--- src/rtl/act_pwl_pkg.sv ---
// Shared widths, mode encoding and helpers for the PWL activation pipeline.
package act_pwl_pkg;

  localparam int unsigned BusNum        = 8;
  localparam int unsigned Fdw           = 8;
  localparam int unsigned ScalaPosWidth = 5;
  localparam int unsigned SegBits       = 4;
  localparam int unsigned CoefWidth     = 8;
  localparam int unsigned SegNum        = 2 ** SegBits;
  localparam int unsigned ProdWidth     = Fdw + CoefWidth;
  localparam int unsigned AccWidth      = ProdWidth + 1;

  localparam logic signed [AccWidth-1:0] SatMax = AccWidth'((1 << (Fdw - 1)) - 1);
  localparam logic signed [AccWidth-1:0] SatMin = AccWidth'(-(1 << (Fdw - 1)));

  typedef enum logic [1:0] {
    ActIdent = 2'd0,
    ActRelu  = 2'd1,
    ActPwl   = 2'd2,
    ActRsvd  = 2'd3
  } act_mode_e;

  function automatic logic signed [Fdw-1:0] sat_fdw(input logic signed [AccWidth-1:0] v);
    if (v > SatMax) begin
      return SatMax[Fdw-1:0];
    end else if (v < SatMin) begin
      return SatMin[Fdw-1:0];
    end
    return v[Fdw-1:0];
  endfunction

  // Offset-binary top bits: segment 0 holds the most negative inputs.
  function automatic logic [SegBits-1:0] seg_idx(input logic [Fdw-1:0] x);
    return {~x[Fdw-1], x[Fdw-2 -: SegBits-1]};
  endfunction

endpackage

--- src/rtl/activation_pwl_lane.sv ---
// One lane of the activation datapath: S2 multiply and S3 round/shift/bias/saturate.
module activation_pwl_lane
  import act_pwl_pkg::*;
(
  input  logic                            clk_i,
  input  logic                            rst_i,
  input  logic                            adv_i,
  input  logic signed [Fdw-1:0]           x_i,
  input  logic signed [CoefWidth-1:0]     slope_i,
  input  logic signed [Fdw-1:0]           bias_i,
  input  act_mode_e                       mode_i,
  input  logic        [ScalaPosWidth-1:0] sp_i,
  output logic signed [Fdw-1:0]           y_o
);

  logic signed [ProdWidth-1:0]     prod_d, prod_q;
  logic signed [AccWidth-1:0]      bias_q;
  logic signed [Fdw-1:0]           x_q;
  act_mode_e                       mode_q;
  logic        [ScalaPosWidth-1:0] sp_q;
  logic signed [Fdw-1:0]           y_d, y_q;

  logic signed [AccWidth-1:0] rnd, sum, shifted, pwl;

  assign prod_d = ProdWidth'(slope_i) * ProdWidth'(x_i);

  always_comb begin
    rnd     = '0;
    if (sp_q != '0) begin
      rnd = AccWidth'(1) << (sp_q - ScalaPosWidth'(1));
    end
    sum     = AccWidth'(prod_q) + rnd;
    shifted = sum >>> sp_q;
    pwl     = shifted + bias_q;
    case (mode_q)
      ActRelu: y_d = x_q[Fdw-1] ? '0 : x_q;
      ActPwl:  y_d = sat_fdw(pwl);
      default: y_d = x_q;
    endcase
  end

  always_ff @(posedge clk_i) begin
    if (rst_i) begin
      prod_q <= '0;
      bias_q <= '0;
      x_q    <= '0;
      mode_q <= ActIdent;
      sp_q   <= '0;
      y_q    <= '0;
    end else if (adv_i) begin
      prod_q <= prod_d;
      bias_q <= AccWidth'(bias_i);
      x_q    <= x_i;
      mode_q <= mode_i;
      sp_q   <= sp_i;
      y_q    <= y_d;
    end
  end

  assign y_o = y_q;

endmodule

--- src/rtl/activation_pwl_pipe.sv ---
// Three-stage activation unit (identity / ReLU / table-driven PWL) with lockstep stall.
module activation_pwl_pipe
  import act_pwl_pkg::*;
(
  input  logic                     clk_i,
  input  logic                     rst_i,
  input  logic [1:0]               cfg_mode_i,
  input  logic [ScalaPosWidth-1:0] cfg_scala_pos_i,
  input  logic                     tbl_wr_en_i,
  input  logic [SegBits-1:0]       tbl_wr_addr_i,
  input  logic [CoefWidth-1:0]     tbl_wr_slope_i,
  input  logic [Fdw-1:0]           tbl_wr_bias_i,
  input  logic [BusNum*Fdw-1:0]    in_data_i,
  input  logic [BusNum-1:0]        in_lane_vld_i,
  input  logic                     in_vld_i,
  output logic                     in_rdy_o,
  output logic [BusNum*Fdw-1:0]    out_data_o,
  output logic [BusNum-1:0]        out_lane_vld_o,
  output logic                     out_vld_o,
  input  logic                     out_rdy_i,
  output logic                     busy_o
);

  logic [CoefWidth-1:0] tbl_slope_q [SegNum];
  logic [Fdw-1:0]       tbl_bias_q  [SegNum];

  logic                     adv;
  logic                     s1_vld_q, s2_vld_q, out_vld_q;
  logic [BusNum-1:0]        s1_mask_q, s2_mask_q, out_mask_q;
  act_mode_e                s1_mode_q;
  logic [ScalaPosWidth-1:0] s1_sp_q;

  assign adv = !out_vld_q || out_rdy_i;

  always_ff @(posedge clk_i) begin
    if (rst_i) begin
      for (int s = 0; s < SegNum; s++) begin
        tbl_slope_q[s] <= '0;
        tbl_bias_q[s]  <= '0;
      end
    end else if (tbl_wr_en_i) begin
      tbl_slope_q[tbl_wr_addr_i] <= tbl_wr_slope_i;
      tbl_bias_q[tbl_wr_addr_i]  <= tbl_wr_bias_i;
    end
  end

  always_ff @(posedge clk_i) begin
    if (rst_i) begin
      s1_vld_q   <= 1'b0;
      s2_vld_q   <= 1'b0;
      out_vld_q  <= 1'b0;
      s1_mask_q  <= '0;
      s2_mask_q  <= '0;
      out_mask_q <= '0;
      s1_mode_q  <= ActIdent;
      s1_sp_q    <= '0;
    end else if (adv) begin
      s1_vld_q   <= in_vld_i;
      s2_vld_q   <= s1_vld_q;
      out_vld_q  <= s2_vld_q;
      s1_mask_q  <= in_lane_vld_i;
      s2_mask_q  <= s1_mask_q;
      out_mask_q <= s2_mask_q;
      s1_mode_q  <= act_mode_e'(cfg_mode_i);
      s1_sp_q    <= cfg_scala_pos_i;
    end
  end

  for (genvar i = 0; i < BusNum; i++) begin : g_lane
    logic [SegBits-1:0]          seg;
    logic signed [Fdw-1:0]       x_q, bias_q, y;
    logic signed [CoefWidth-1:0] slope_q;

    // Table is read with the registered (pre-write) contents, so a same-cycle write is not seen.
    assign seg = seg_idx(in_data_i[i*Fdw +: Fdw]);

    always_ff @(posedge clk_i) begin
      if (rst_i) begin
        x_q     <= '0;
        slope_q <= '0;
        bias_q  <= '0;
      end else if (adv) begin
        x_q     <= in_data_i[i*Fdw +: Fdw];
        slope_q <= tbl_slope_q[seg];
        bias_q  <= tbl_bias_q[seg];
      end
    end

    activation_pwl_lane u_lane (
      .clk_i   (clk_i),
      .rst_i   (rst_i),
      .adv_i   (adv),
      .x_i     (x_q),
      .slope_i (slope_q),
      .bias_i  (bias_q),
      .mode_i  (s1_mode_q),
      .sp_i    (s1_sp_q),
      .y_o     (y)
    );

    assign out_data_o[i*Fdw +: Fdw] = y;
  end

  assign in_rdy_o       = adv;
  assign out_vld_o      = out_vld_q;
  assign out_lane_vld_o = out_mask_q;
  assign busy_o         = s1_vld_q | s2_vld_q | out_vld_q;

endmodule

--- config.mk ---
export PLATFORM = sky130hd
export DESIGN_NAME = activation_pwl_pipe
export DESIGN_NICKNAME = d
export VERILOG_FILES = /design/src/rtl/act_pwl_pkg.sv /design/src/rtl/activation_pwl_lane.sv /design/src/rtl/activation_pwl_pipe.sv
export SDC_FILE = /design/constraint.sdc
export NUM_CORES = 2
export LEC_CHECK = 0
export CORE_ASPECT_RATIO = 1.75
export CORE_MARGIN = 1
export CORE_UTILIZATION = 55
export CTS_CLUSTER_DIAMETER = 40
export DETAILED_ROUTE_END_ITERATION = 8
export PLACE_DENSITY_LB_ADDON = 0.1
export SLEW_MARGIN = 15
export SYNTH_ARGS = -nofsm -noshare
export SYNTH_HDL_FRONTEND = slang
export SYNTH_SLANG_ARGS = --single-unit
--- constraint.sdc ---
create_clock -name clk_i -period 16.9 [get_ports clk_i]
set_input_delay 3.38 -clock clk_i [delete_from_list [all_inputs] [get_ports clk_i]]
set_output_delay 3.38 -clock clk_i [all_outputs]
set_load 0.02 [all_outputs]
## After elaboration in Yosys (flattened, before gate mapping)

Memory sizes are Yosys's and may differ from the RTL's. A register that Yosys moved wholly into a read port is not among the register bits.
Cells that the tools add are included.

- $mul: 8
- Shift operators: 9
- Multiplexer cells: 76
- $lt $le $gt $ge: 16
- $add $sub $neg: 17
- Bitwise logic cells: 10
- Reduce and logical (&&, ||, !) cells: 5
- Equal/unequal tests: 2

Operators by type and width:

| cell | count |
|---|---|
| 2-to-1 mux 8 bit | 26 |
| adder 16 x 17 -> 17 bit | 8 |
| adder 17 x 8 -> 17 bit | 8 |
| greater-than comparator 17 x 8 -> 1 bit, second input constant | 8 |
| < comparator 17 x 8 -> 1 bit, second input constant | 8 |
| >>> shifter 17 x 5 -> 17 bit | 8 |
| multiplier 8 x 8 -> 16 bit | 8 |
| one-hot mux 8 bit (2 select lines) | 8 |
| 2-to-1 mux 7 bit | 8 |
| 2-to-1 mux 1 bit | 31 |
| 2-to-1 mux 17 bit | 1 |
| left shift 1 x 5 -> 17 bit, first input constant | 1 |
| OR reduction 8 bit | 2 |
| 2-to-1 mux 4 bit | 2 |
| NOT 1 bit | 8 |
| nonzero test 5 bit | 1 |
| subtractor 5 x 1 -> 5 bit, second input constant | 1 |
| equality test 2 x 1 -> 1 bit, second input constant | 1 |
| equality test 2 bit, second input constant | 1 |
| OR 1 bit | 2 |
| logical NOT 1 bit | 1 |
| logical OR 1 bit | 1 |

- Word-level logic and storage cells: 195
- Input port bits: 104
- Memories kept: 2
- Register bits after elaboration: 425
- RAM bits: 256
- Output and inout bits: 75

Memories:

| name | depth | bits a word | read ports | clocked after memory_dff | write ports | line | source |
|---|---|---|---|---|---|---|---|
| tbl_bias_q | 16 | 8 | 8 | 8 | 16 | activation_pwl_pipe.sv:25 | `logic [Fdw-1:0] tbl_bias_q [SegNum];` |
| tbl_slope_q | 16 | 8 | 8 | 8 | 16 | activation_pwl_pipe.sv:24 | `logic [CoefWidth-1:0] tbl_slope_q [SegNum];` |

## Longest topological paths before layout

- Depth in word-level cells: 12
- Depth in mapped cells: 36
- Depth with buffers taken out: 30

## Modules after synthesis

A second synthesis with hierarchy kept.

- Cells, all modules: 9788
- Area, all modules: 88831.4 µm²

Modules (own cells, without submodules):

| module | times used | cells each | sequential area each (µm²) | area each (µm²) |
|---|---|---|---|---|
| activation_pwl_pipe | 1 | 2924 | 12211.7 | 33298.2 |
| activation_pwl_lane at g_lane[0].u_lane ... | 2 | 860 | 940.9 | 6962.9 |
| activation_pwl_lane at g_lane[1].u_lane | 1 | 861 | 940.9 | 6976.7 |
| activation_pwl_lane at g_lane[5].u_lane | 1 | 869 | 940.9 | 6964.2 |
| activation_pwl_lane at g_lane[3].u_lane | 1 | 864 | 940.9 | 6944.2 |
| activation_pwl_lane at g_lane[7].u_lane | 1 | 869 | 940.9 | 6941.7 |
| activation_pwl_lane at g_lane[6].u_lane | 1 | 841 | 940.9 | 6891.6 |
| activation_pwl_lane at g_lane[4].u_lane | 1 | 840 | 940.9 | 6889.1 |

## Worst setup path before layout

Ideal clock, no wire load.

- Path type: reg-to-reg
- From: register, netlist name g_lane[0].u_lane.sp_q[1]
- To: register g_lane[2].u_lane.y_q[0]
- Library setup time: 0.134 ns
- Data required time: 16.766 ns
- Path buffers: 5
- Clock period less this slack: 7.936 ns
- Slack: 8.964 ns
- Stages on the path, launching flop included: 34
- Data arrival time: 7.802 ns
- Cells stage by stage: dfxtp_1 buf_4 clkbuf_1 clkbuf_1 clkbuf_1 clkbuf_1 nor3_1 ha_1 ha_1 a31oi_1 a211oi_1 o31ai_1 a21oi_1 o21a_1 or4_1 a31oi_1 o21ba_2 mux2_2 or3_1 a21oi_1 ha_1 inv_1 fa_1 o21ai_0 a211oi_1 o21bai_1 a31oi_1 o21bai_1 xor2_1 nor2_1 nand2_1 o41ai_1 a21o_1 a211oi_1

RTL lines:

| item | line | source |
|---|---|---|
| to (signal assigned) | activation_pwl_lane.sv:56 | `y_q <= y_d;` |
| to (decl) | activation_pwl_lane.sv:21 | `logic signed [Fdw-1:0] y_d, y_q;` |

==> reports/results.tsv <==
metric	value	unit
drt_wl_total	329	mm
min_period	9.70	ns
cts_tree	built	
async_flop_share	0	%
skew	0.0516	ns
area.growth.synth_to_final	8.31	%
wl_per_cell	30.5	microns
gr-total-overflow	0	
post-place-ws	7.55	ns
antenna_found_initial	24	
drive_above_1_share	13.3	%
dp_hpwl	245	mm
synth-xor-area-share	4.30	%
fmax	0.103	GHz
viasPerCell	6.65	
syn_inst	8841	
seqCellArea	18800	sq um
ant_nets	0	
max-clock-path-buffers	3	
power.total	8.33	mW
cts_hold_buf	0	
drcViolationCount	0	
cts_setup_buffers	0	
critPathKind	reg2reg	
core_area	149000	sq um
clkLatencyLatePin	0.76	ns
synth.most_common_cell	nand2_1	
ir_drop	0.000110	V
slew_viol_final	0	
drt_iter0_markers	6745	
postSynthAreaPerCell	9.35	sq um
syn-cell-area	82700	sq um
synth_area_leader_cell	mux4_2	
place.port_buffers	178	
synth_edf_count	256	
multiInputGateArea	59300	sq um
synth_top_area_share	17.5	%
start_util	55.6	%
p_leak	36.3	nW
status	completed	
muxShareOfSynthArea	18.9	%
synth_common_cells	nand2_1 (1248), a21oi_1 (820), mux4_2 (642)	
synth-seq-cells	809	
die_w	295	microns
max-slew-margin-rel	9.34	%
path_clk_slew	0.06	ns
yosys_most_used_dff	dfxtp_1	
cts_sinks	809	
drv_cap	0	
cpMaxStageDelayCell	buf_4	
syn-num-nets	9851	
critPathMaxFanout	60	
cp-end-kind	flip-flop	
root_buffer	clkbuf_16	
startpoint_type	flip-flop	
synth-compound-area-share	13.9	%
hold_viol_final	0	
grt_pass1_wl	476	mm
fp.dieH	515	microns
hp-class	reg2reg	
grt_max_degree	183	
utilization	60.2	%
grt_util_all_layers	43.4	%
synth_top_family_by_area	multiplexers	
setup_viol	0	
netlist_top_cells_area	mux4_2 (17%), dfxtp_1 (13%), fa_1 (11%), edfxtp_1 (9.3%), ha_1 (6.9%)	
synth_seq_area_share	22.7	%
cp.required	17.52	ns
cts.repair.resized	0	
min_period_over_period	57.4	%
numCtsBuffers	105	
synth_warnings	0	
yosys.area_share.adder	18.1	%
ioPinCount	179	
synth_simple_gate_area_share	16.5	%
h-tree-depth	3	
rsz0062_at_grt	no	
vias	71700	
row_count	187	
fin_ws	7.20	ns
arrival	10.32	ns
fill_cells	13000	
stdcell_area	89600	sq um
tightest_slew	1.36	ns
final.setup.tns	0	ns
grt_pass1_vias	71300	
power_density	93.0	nW/um^2
cp_top_family	compound AO/OA/AOI/OAI gates	
place_area	85800	sq um
final_nets	9697	
fp.dieArea	152000	sq um
ys_types	120	
drt_pass1_iterations	7	
place.gp.congestion	1.04	
crit_buf_inv	3	
cpPeakStageDelay	0.78	ns
-- per-layer routing --
layer	global-route usage, %	up-vias	wire length [microns]
li1	-	31100	-
met1	46.6	35100	108000
met2	69.0	4022	153000
met3	10.0	1466	29900
met4	43.3	10	38200
met5	0	-	57
-- flip-flops by register name, summed over array words and instances (netlist names), 8 cells and up --
register,cells
g_lane.u_lane.prod_q,128
tbl_bias_q,128
s1_mask_q,8
g_lane.bias_q,64
g_lane.u_lane.bias_q,64
tbl_slope_q,128
g_lane.u_lane.x_q,64
g_lane.u_lane.y_o,64
out_lane_vld_o,8
g_lane.x_q,64
g_lane.slope_q,64
s2_mask_q,8
-- cells in the final DEF (no fill, tap or decap), types with 152 or more instances in the layout --
| cell | synthesis | routed |
|---|---|---|
| nor2_1 | 485 | 481 |
| mux4_2 | 642 | 642 |
| a21oi_1 | 820 | 819 |
| inv_1 | 638 | 638 |
| dfxtp_1 | 553 | 549 |
| buf_4 | 17 | 152 |
| and2_1 | 587 | 587 |
| ha_1 | 458 | 458 |
| fa_1 | 448 | 448 |
| o21ai_0 | 251 | 251 |
| xnor2_1 | 300 | 300 |
| nand2_1 | 1248 | 1248 |
| edfxtp_1 | 256 | 256 |
-- metrics by stage --
stage | cells | hold WS (ns)
floorplan | 8841 | 0.432
global placement | 10600 | 0.438
detailed placement | 10600 | 0.444
CTS | 10800 | 0.441
global route | 10800 | 0.462
finish | 10800 | 0.447
-- area by class of cell --
| type | instances | share of cell area, % |
|---|---|---|
| Multi-Input combinational cell | 6806 | 66.2 |
| Sequential cell | 809 | 21.0 |
| Clock buffer | 125 | 3.18 |
| Timing Repair Buffer | 323 | 3.09 |
| Tap cell | 1984 | 2.77 |
| Inverter | 642 | 2.70 |
| Clock inverter | 74 | 0.990 |
| Antenna cell | 24 | 0.0671 |
-- worst min-delay path, delay by kind of cell (launching register included) --
| kind | cells | cell delay [ns] |
|---|---|---|
| AO/OA/AOI/OAI | 1 | 0.05 |
| flip-flops | 1 | 0.31 |
| AND/OR/NAND/NOR | 1 | 0.05 |
-- cells by family after synthesis --
kind of cell             count (synthesis)
AND/OR/NAND/NOR                       2884
AO/OA/AOI/OAI                         1838
buffers and inverters                 1226
adder cells (fa/ha/maj)                933
flip-flops                             809
multiplexers                           752
XOR/XNOR                               399
-- worst paths after layout --
| path | from | endpoint | slack (ns) | cells past startpoint |
|---|---|---|---|---|
| setup / recovery | g_lane[0].u_lane.sp_q[1]$_SDFFE_PP0P_ | g_lane[7].u_lane.y_o[1]$_SDFFE_PP0P_ | 7.20 | 29 |
| hold / removal | s2_mask_q[0]$_SDFFE_PP0P_ | out_lane_vld_o[0]$_SDFFE_PP0P_ | 0.45 | 2 |
| setup reg to reg | g_lane[0].u_lane.sp_q[1]$_SDFFE_PP0P_ | g_lane[7].u_lane.y_o[1]$_SDFFE_PP0P_ | 7.20 | 29 |
| hold reg to reg | s2_mask_q[0]$_SDFFE_PP0P_ | out_lane_vld_o[0]$_SDFFE_PP0P_ | 0.45 | 2 |
-- power by group --
part / switching [mW] / internal [mW] / leakage [nW] / total [mW]
Sequential: 0.346 / 2.20 / 7.01 / 2.54
Combinational: 1.98 / 1.41 / 27.4 / 3.39
Clock: 1.04 / 1.36 / 1.83 / 2.40
(Power assumes the default switching activity.)
